`config.mk`:
```
export PLATFORM = sky130hd
export DESIGN_NAME = instr_encoder
export DESIGN_NICKNAME = d
export VERILOG_FILES = /design/src/rtl/instr_encoder.sv
export SDC_FILE = /design/constraint.sdc
export NUM_CORES = 1
export LEC_CHECK = 0
export CORE_ASPECT_RATIO = 1.5
export CORE_MARGIN = 2
export CORE_UTILIZATION = 30
export DETAILED_ROUTE_END_ITERATION = 10
export PLACE_DENSITY = 0.57
export SYNTH_ARGS = -nofsm -noshare
export SYNTH_HDL_FRONTEND = slang
export SYNTH_SLANG_ARGS = --single-unit
```
`constraint.sdc`:
```
create_clock -name clk -period 2.9 [get_ports clk]
set_input_delay 0.435 -clock clk [delete_from_list [all_inputs] [get_ports clk]]
set_output_delay 0.435 -clock clk [all_outputs]
set_load 0.1 [all_outputs]
```
`src/rtl/instr_encoder.sv`:
```
// ARMv4 instruction encoder: one-hot decode family plus fields in, 32-bit instruction word out.
// Two-stage valid/ready pipeline (encode stage, output register) with delivery and error counters.
module instr_encoder (
   input  logic        clk,
   input  logic        reset,
   input  logic        in_valid,
   output logic        in_ready,
   input  logic [15:0] in_family,
   input  logic [3:0]  in_cond,
   input  logic [3:0]  in_op,
   input  logic        in_s,
   input  logic [3:0]  in_rn,
   input  logic [3:0]  in_rd,
   input  logic [3:0]  in_rs,
   input  logic [3:0]  in_rm,
   input  logic [23:0] in_imm,
   output logic        out_valid,
   input  logic        out_ready,
   output logic [31:0] out_ir,
   output logic        out_err,
   output logic [15:0] out_count,
   output logic [7:0]  err_count
);

   logic        vld_p1_q, vld_p1_d;
   logic [31:0] ir_p1_q, ir_p1_d;
   logic        err_p1_q, err_p1_d;
   logic        vld_p2_q, vld_p2_d;
   logic [31:0] ir_p2_q, ir_p2_d;
   logic        err_p2_q, err_p2_d;
   logic [15:0] out_count_q, out_count_d;
   logic [7:0]  err_count_q, err_count_d;
   logic        adv_p1, adv_p2, fire_out, req_err;

   function automatic logic is_onehot(input logic [15:0] f);
      return (f != 16'h0000) && ((f & (f - 16'h0001)) == 16'h0000);
   endfunction

   function automatic logic [7:0] sat_inc8(input logic [7:0] v);
      return (v == 8'hFF) ? v : v + 8'h01;
   endfunction

   // op is {P,U,W,L} for the load/store families; reserved encodings are flagged here
   function automatic logic request_err(input logic [15:0] fam, input logic [3:0] op,
                                        input logic s, input logic [23:0] imm);
      logic bad;
      bad = !is_onehot(fam);
      if ((fam[0] || fam[1] || fam[2]) && (op[3:2] == 2'b10) && !s)
         bad = 1'b1;
      if ((fam[10] || fam[11]) &&
          ((imm[9:8] == 2'b00) || ((op[3:2] == 2'b10) && (op[1:0] == 2'b00))))
         bad = 1'b1;
      return bad;
   endfunction

   function automatic logic [31:0] encode_word(
      input logic [15:0] fam, input logic [3:0] c, input logic [3:0] op, input logic s,
      input logic [3:0] rn, input logic [3:0] rd, input logic [3:0] rs, input logic [3:0] rm,
      input logic [23:0] imm);
      logic [31:0] w;
      case (fam)
         16'h0001: w = {c, 3'b001, op, s, rn, rd, imm[11:0]};
         16'h0002: w = {c, 3'b000, op, s, rn, rd, imm[4:0], imm[6:5], 1'b0, rm};
         16'h0004: w = {c, 3'b000, op, s, rn, rd, rs, 1'b0, imm[6:5], 1'b1, rm};
         16'h0008: w = {c, 6'b000000, op[0], s, rd, rn, rs, 4'b1001, rm};
         16'h0010: w = {c, 5'b00001, op[1], op[0], s, rn, rd, rs, 4'b1001, rm};
         16'h0020: w = {c, 5'b00010, op[0], 2'b00, 4'hF, rd, 12'h000};
         16'h0040: w = {c, 5'b00110, op[0], 2'b10, rn, 4'hF, imm[11:0]};
         16'h0080: w = {c, 5'b00010, op[0], 2'b10, rn, 4'hF, 8'h00, rm};
         16'h0100: w = {c, 3'b010, op[3], op[2], s, op[1], op[0], rn, rd, imm[11:0]};
         16'h0200: w = {c, 3'b011, op[3], op[2], s, op[1], op[0], rn, rd,
                        imm[4:0], imm[6:5], 1'b0, rm};
         16'h0400: w = {c, 3'b000, op[3], op[2], 1'b1, op[1], op[0], rn, rd,
                        imm[7:4], 1'b1, imm[9:8], 1'b1, imm[3:0]};
         16'h0800: w = {c, 3'b000, op[3], op[2], 1'b0, op[1], op[0], rn, rd,
                        4'b0000, 1'b1, imm[9:8], 1'b1, rm};
         16'h1000: w = {c, 5'b00010, s, 2'b00, rn, rd, 4'b0000, 4'b1001, rm};
         16'h2000: w = {c, 3'b100, op[3], op[2], s, op[1], op[0], rn, imm[15:0]};
         16'h4000: w = {c, 3'b101, s, imm};
         16'h8000: w = {c, 3'b011, imm[19:0], 1'b1, imm[23:20]};
         default:  w = 32'h0000_0000;
      endcase
      return w;
   endfunction

   always_comb begin
      adv_p2   = !vld_p2_q || out_ready;
      adv_p1   = !vld_p1_q || adv_p2;
      in_ready = adv_p1;
      fire_out = vld_p2_q && out_ready;
      req_err  = request_err(in_family, in_op, in_s, in_imm);

      // p1: capture request, encode
      vld_p1_d = adv_p1 ? in_valid : vld_p1_q;
      ir_p1_d  = ir_p1_q;
      err_p1_d = err_p1_q;
      if (adv_p1 && in_valid) begin
         err_p1_d = req_err;
         ir_p1_d  = req_err ? 32'h0000_0000 :
                    encode_word(in_family, in_cond, in_op, in_s, in_rn, in_rd, in_rs, in_rm, in_imm);
      end

      // p2: output register
      vld_p2_d = adv_p2 ? vld_p1_q : vld_p2_q;
      ir_p2_d  = ir_p2_q;
      err_p2_d = err_p2_q;
      if (adv_p2 && vld_p1_q) begin
         ir_p2_d  = ir_p1_q;
         err_p2_d = err_p1_q;
      end

      out_count_d = out_count_q + {15'd0, fire_out};
      err_count_d = (fire_out && err_p2_q) ? sat_inc8(err_count_q) : err_count_q;
   end

   always_ff @(posedge clk) begin
      if (reset) begin
         vld_p1_q    <= 1'b0;
         vld_p2_q    <= 1'b0;
         ir_p2_q     <= 32'h0000_0000;
         err_p2_q    <= 1'b0;
         out_count_q <= 16'h0000;
         err_count_q <= 8'h00;
      end else begin
         vld_p1_q    <= vld_p1_d;
         vld_p2_q    <= vld_p2_d;
         ir_p2_q     <= ir_p2_d;
         err_p2_q    <= err_p2_d;
         out_count_q <= out_count_d;
         err_count_q <= err_count_d;
      end
   end

   // p1 payload is qualified by vld_p1_q, so it needs no reset
   always_ff @(posedge clk) begin
      ir_p1_q  <= ir_p1_d;
      err_p1_q <= err_p1_d;
   end

   assign out_valid = vld_p2_q;
   assign out_ir    = ir_p2_q;
   assign out_err   = err_p2_q;
   assign out_count = out_count_q;
   assign err_count = err_count_q;

endmodule

```
==> impl_metrics.ini <==
[run_status]
run_status = finished, final reports clean

[synth]
syn-instance-count = 552
synthesis.area_per_instance_um2 = 8.71
postSynth.topFlopCell = dfxtp_1
synth.net_count = 624
postSynthRegisterBits = 92
synthesis.yosys.warnings = 0
synth_area_um2 = 4810
yosysUniqueCellTypes = 63
number_of_enable_flip_flop_cells_after_synthesis = 33
seq_area_frac_synth_pct = 45.2
synth-async-reset-ratio_pct = 0

[worst_setup_path]
r2r_setup_slack_ns = 0.85
critical-path-top-delay-family = simple AND/OR/NAND/NOR gates
timing.critical_path.depth = 8
reg2reg_depth = 8
crit-reg2reg-capture = out_count[12]$_SDFF_PP0_
cp_slowest_stage_delay_ns = 0.54
cell_at_the_slowest_stage_of_the_critical_path = or4_4
cp.buffers_inverters = 2
category_of_the_worst_setup_path_capture_point = flop
cp.arrival_ns = 2.95
critical_path.startpoint_type = input pin
classification_of_the_worst_setup_path = input pin to flop
worst_ep_required_time_ns = 3.07
worst_r2r_src = out_valid$_SDFFE_PP0P_
worstPathCellList = clkdlybuf4s50_1 -> or3_1 -> or4_1 -> a222oi_1 -> nand2_1 -> or4_4 -> buf_12 -> a41oi_2
critical_path.max_fanout = 31

[timing]
timing.final.crit_share_pct = 96.2
timing_worst_slew_pin_value_ns = 1.19
fin_crit_ns = 2.79
finalClockSkew_ns = 0.00660
setup_viol_count_final = 0
grt_setup_unrepaired = no
fmax_mhz = 359
timing.slew.headroom_pct = 20.2
number_of_failing_hold_endpoints_at_the_final_stage = 0
slew_viol_final = 0
worst_slack_ns = 0.111

[final_layout]
final.fill_count = 1567
drive_above_1_share_pct = 23.4
mostFrequentLayoutCells = buf_4, nand2_1, clkdlybuf4s50_1, dfxtp_1, a21oi_1
most_frequent_standard_cell_in_the_layout_excluding_fill_and_tap_cells = buf_4
num_antenna_cells = 0
finalCoreUtilization_pct = 43.9
nNetsFinal = 793
layout-area-overhead-vs-synth_pct = 43.5

[clock_tree]
cts_made_buffers = 9
path_clk_slew_ns = 0.06
clkLatencyLatePin_ns = 0.33
max-clock-path-buffers = 2
htree_num_levels = 3
cts_root_cell = clkbuf_16
cts.sinks = 92
hold_buffers = 0
cts_tree = yes

[worst_hold_path]
min_to = out_ir[7]$_SDFFE_PP0P_
whs_path_depth = 2
min-delay-start = out_ir[7]$_SDFFE_PP0P_
timing.hold.worst.class = flop to flop

[routing]
post-route-drc-count = 0
detail_route.wl_per_cell_um = 17.6
initialDrtViolationCount = 384
initial_drt_pass_iterations = 7
wl_um = 16300
routed_via_density = 5.23
detailroute.via_count = 4862
ant_nets = 0

[grt]
global_route.usage.total_pct = 18.8
grt_first_pass_wirelength_um = 25200
first_global_vias = 4873
global_route.usage.met3_pct = 2.21
maximum_number_of_pins_on_one_net_before_global_route_repair = 60
use_met2_pct = 34.6
overflow = 0
global_route.peak_usage_layer = met2
grt_util_met1_pct = 19.8
antenna_violations_before_repair = 0

[floorplan]
floorplan.initialDensity_pct = 30.6
ios = 128
rows = 56
dieArea_um2 = 17100
floorplan.core_area_um2 = 15700
floorplan.die.height_um = 159
die_x_um = 107

[power]
power_density_nw_per_um2 = 447
vdd_drop_max_mv = 0.290
power_leakage_nw = 2.50

[placed_design]
dpl.hpwl_um = 13300
preCtsSetupSlack_ns = -0.231
routabilityCongestion = 1.01
port_buffers = 127

[job]
drv_cap = 0
==> worst max path at each step <==
stage / startpoint / to / slack, ns
finish: in_family[11] / ir_p1_q[7]$_SDFFCE_PP0P_ / 0.11
global route: in_family[11] / ir_p1_q[16]$_SDFFCE_PP0P_ / 0.005
CTS: in_family[11] / ir_p1_q[7]$_SDFFCE_PP0P_ / 0.11
detailed placement: in_family[11] / ir_p1_q[7]$_SDFFCE_PP0P_ / -0.23
global placement: in_family[11] / ir_p1_q[7]$_SDFFCE_PP0P_ / -0.14
floorplan: out_valid$_SDFFE_PP0P_ / err_p1_q$_DFFE_PP_ / 0.17
==> cells by family (layout without fill, tap and decap cells) <==
group                      count (synthesis)  after routing  share of synthesized area, %
and+or+nand+nor                          229            229                          24.1
AOI/OAI and AO/OA                        150            150                          20.1
DFF                                       92             92                          45.2
buffers and inverters                     51            225                          4.89
xor gates and xnor gates                  26             26                          4.74
adders and majority gates                  3              3                         0.781
muxes                                      1              1                         0.208
==> power breakdown <==
group | internal, mW | total [mW] | switching (mW)
registers | 1.37 | 1.39 | 0.0188
clock network | 0.720 | 1.19 | 0.467
logic | 0.186 | 0.505 | 0.320
==> cell usage after synthesis (3+ instances only) <==
master     n  area (um^2)
a21oi_1   56          280
a31oi_1    8         50.1
ha_1       3         37.5
o211ai_1   3         22.5
nand3_1   15         75.1
a222oi_1   8         80.1
or4b_2     3         30.0
clkbuf_1  27          101
inv_1      9         33.8
o21ai_0   31          155
dfxtp_1   59         1180
edfxtp_1  33          991
or3_1     10         62.6
buf_2      8         40.0
xor2_1    15          131
nor3_1    12         60.1
a22oi_1   19          143
nand2_1   96          360
nor2b_1    4         25.0
and3_1     4         25.0
or4_1      5         37.5
or2_2      4         25.0
nor2_1    38          143
xnor2_1   11         96.3
buf_6      4         45.0
nor4_1     7         43.8
and2_1     5         31.3
nand4_1    9         56.3
==> per-stage QoR <==
step	total power [mW]	cell area, um^2	setup TNS [ns]	std cells	hold WS, ns
after floorplan	1.69	4810	0	552	0.471
after global placement	1.93	6570	-2.91	913	0.445
after detailed placement	1.93	6570	-4.17	913	0.448
after CTS	3.12	6880	0	929	0.457
after global routing	3.19	6900	0	929	0.479
final	3.08	6900	0	929	0.453
==> final cells by class <==
cell class / count / area [um^2] / area share [%]
flip-flops and latches: 92 / 2170 / 31.5
clock buffers: 11 / 254 / 3.68
multi-input cells: 409 / 2420 / 35.1
inverters: 9 / 33.8 / 0.490
well taps: 203 / 254 / 3.68
repair buffers: 200 / 1700 / 24.7
clock inverters: 5 / 58.8 / 0.853
==> timing repair <==
action | 4_1_cts | 5_1_grt
buffers inserted | 0 | 0
endpoints found under the setup margin | 0 | 5
gates resized for setup | 0 | 3
endpoints found under the hold margin | 0 | 0
==> layer usage <==
metal  vias to the layer above  routed length, um
li1                       2354                  -
met1                      2271               5940
met2                       182               8600
met3                        55                779
met4                         0                988
met5                         -                  0
==> worst register-to-register path: cells and delay by family, from the launching register on <==
kind | cells | cell delay [ns]
simple gates | 5 | 0.99
flops | 1 | 0.33
fa+ha+maj | 2 | 0.41
xor+xnor | 1 | 0.16
==> sequential cells by signal, indices dropped and copies added (netlist names) <==
register,count
ir_p1_q,32
err_p1_q,1
out_count,16
out_err,1
out_valid,1
vld_p1_q,1
err_count,8
out_ir,32
Note: power is estimated with default switching activity, not from simulation.
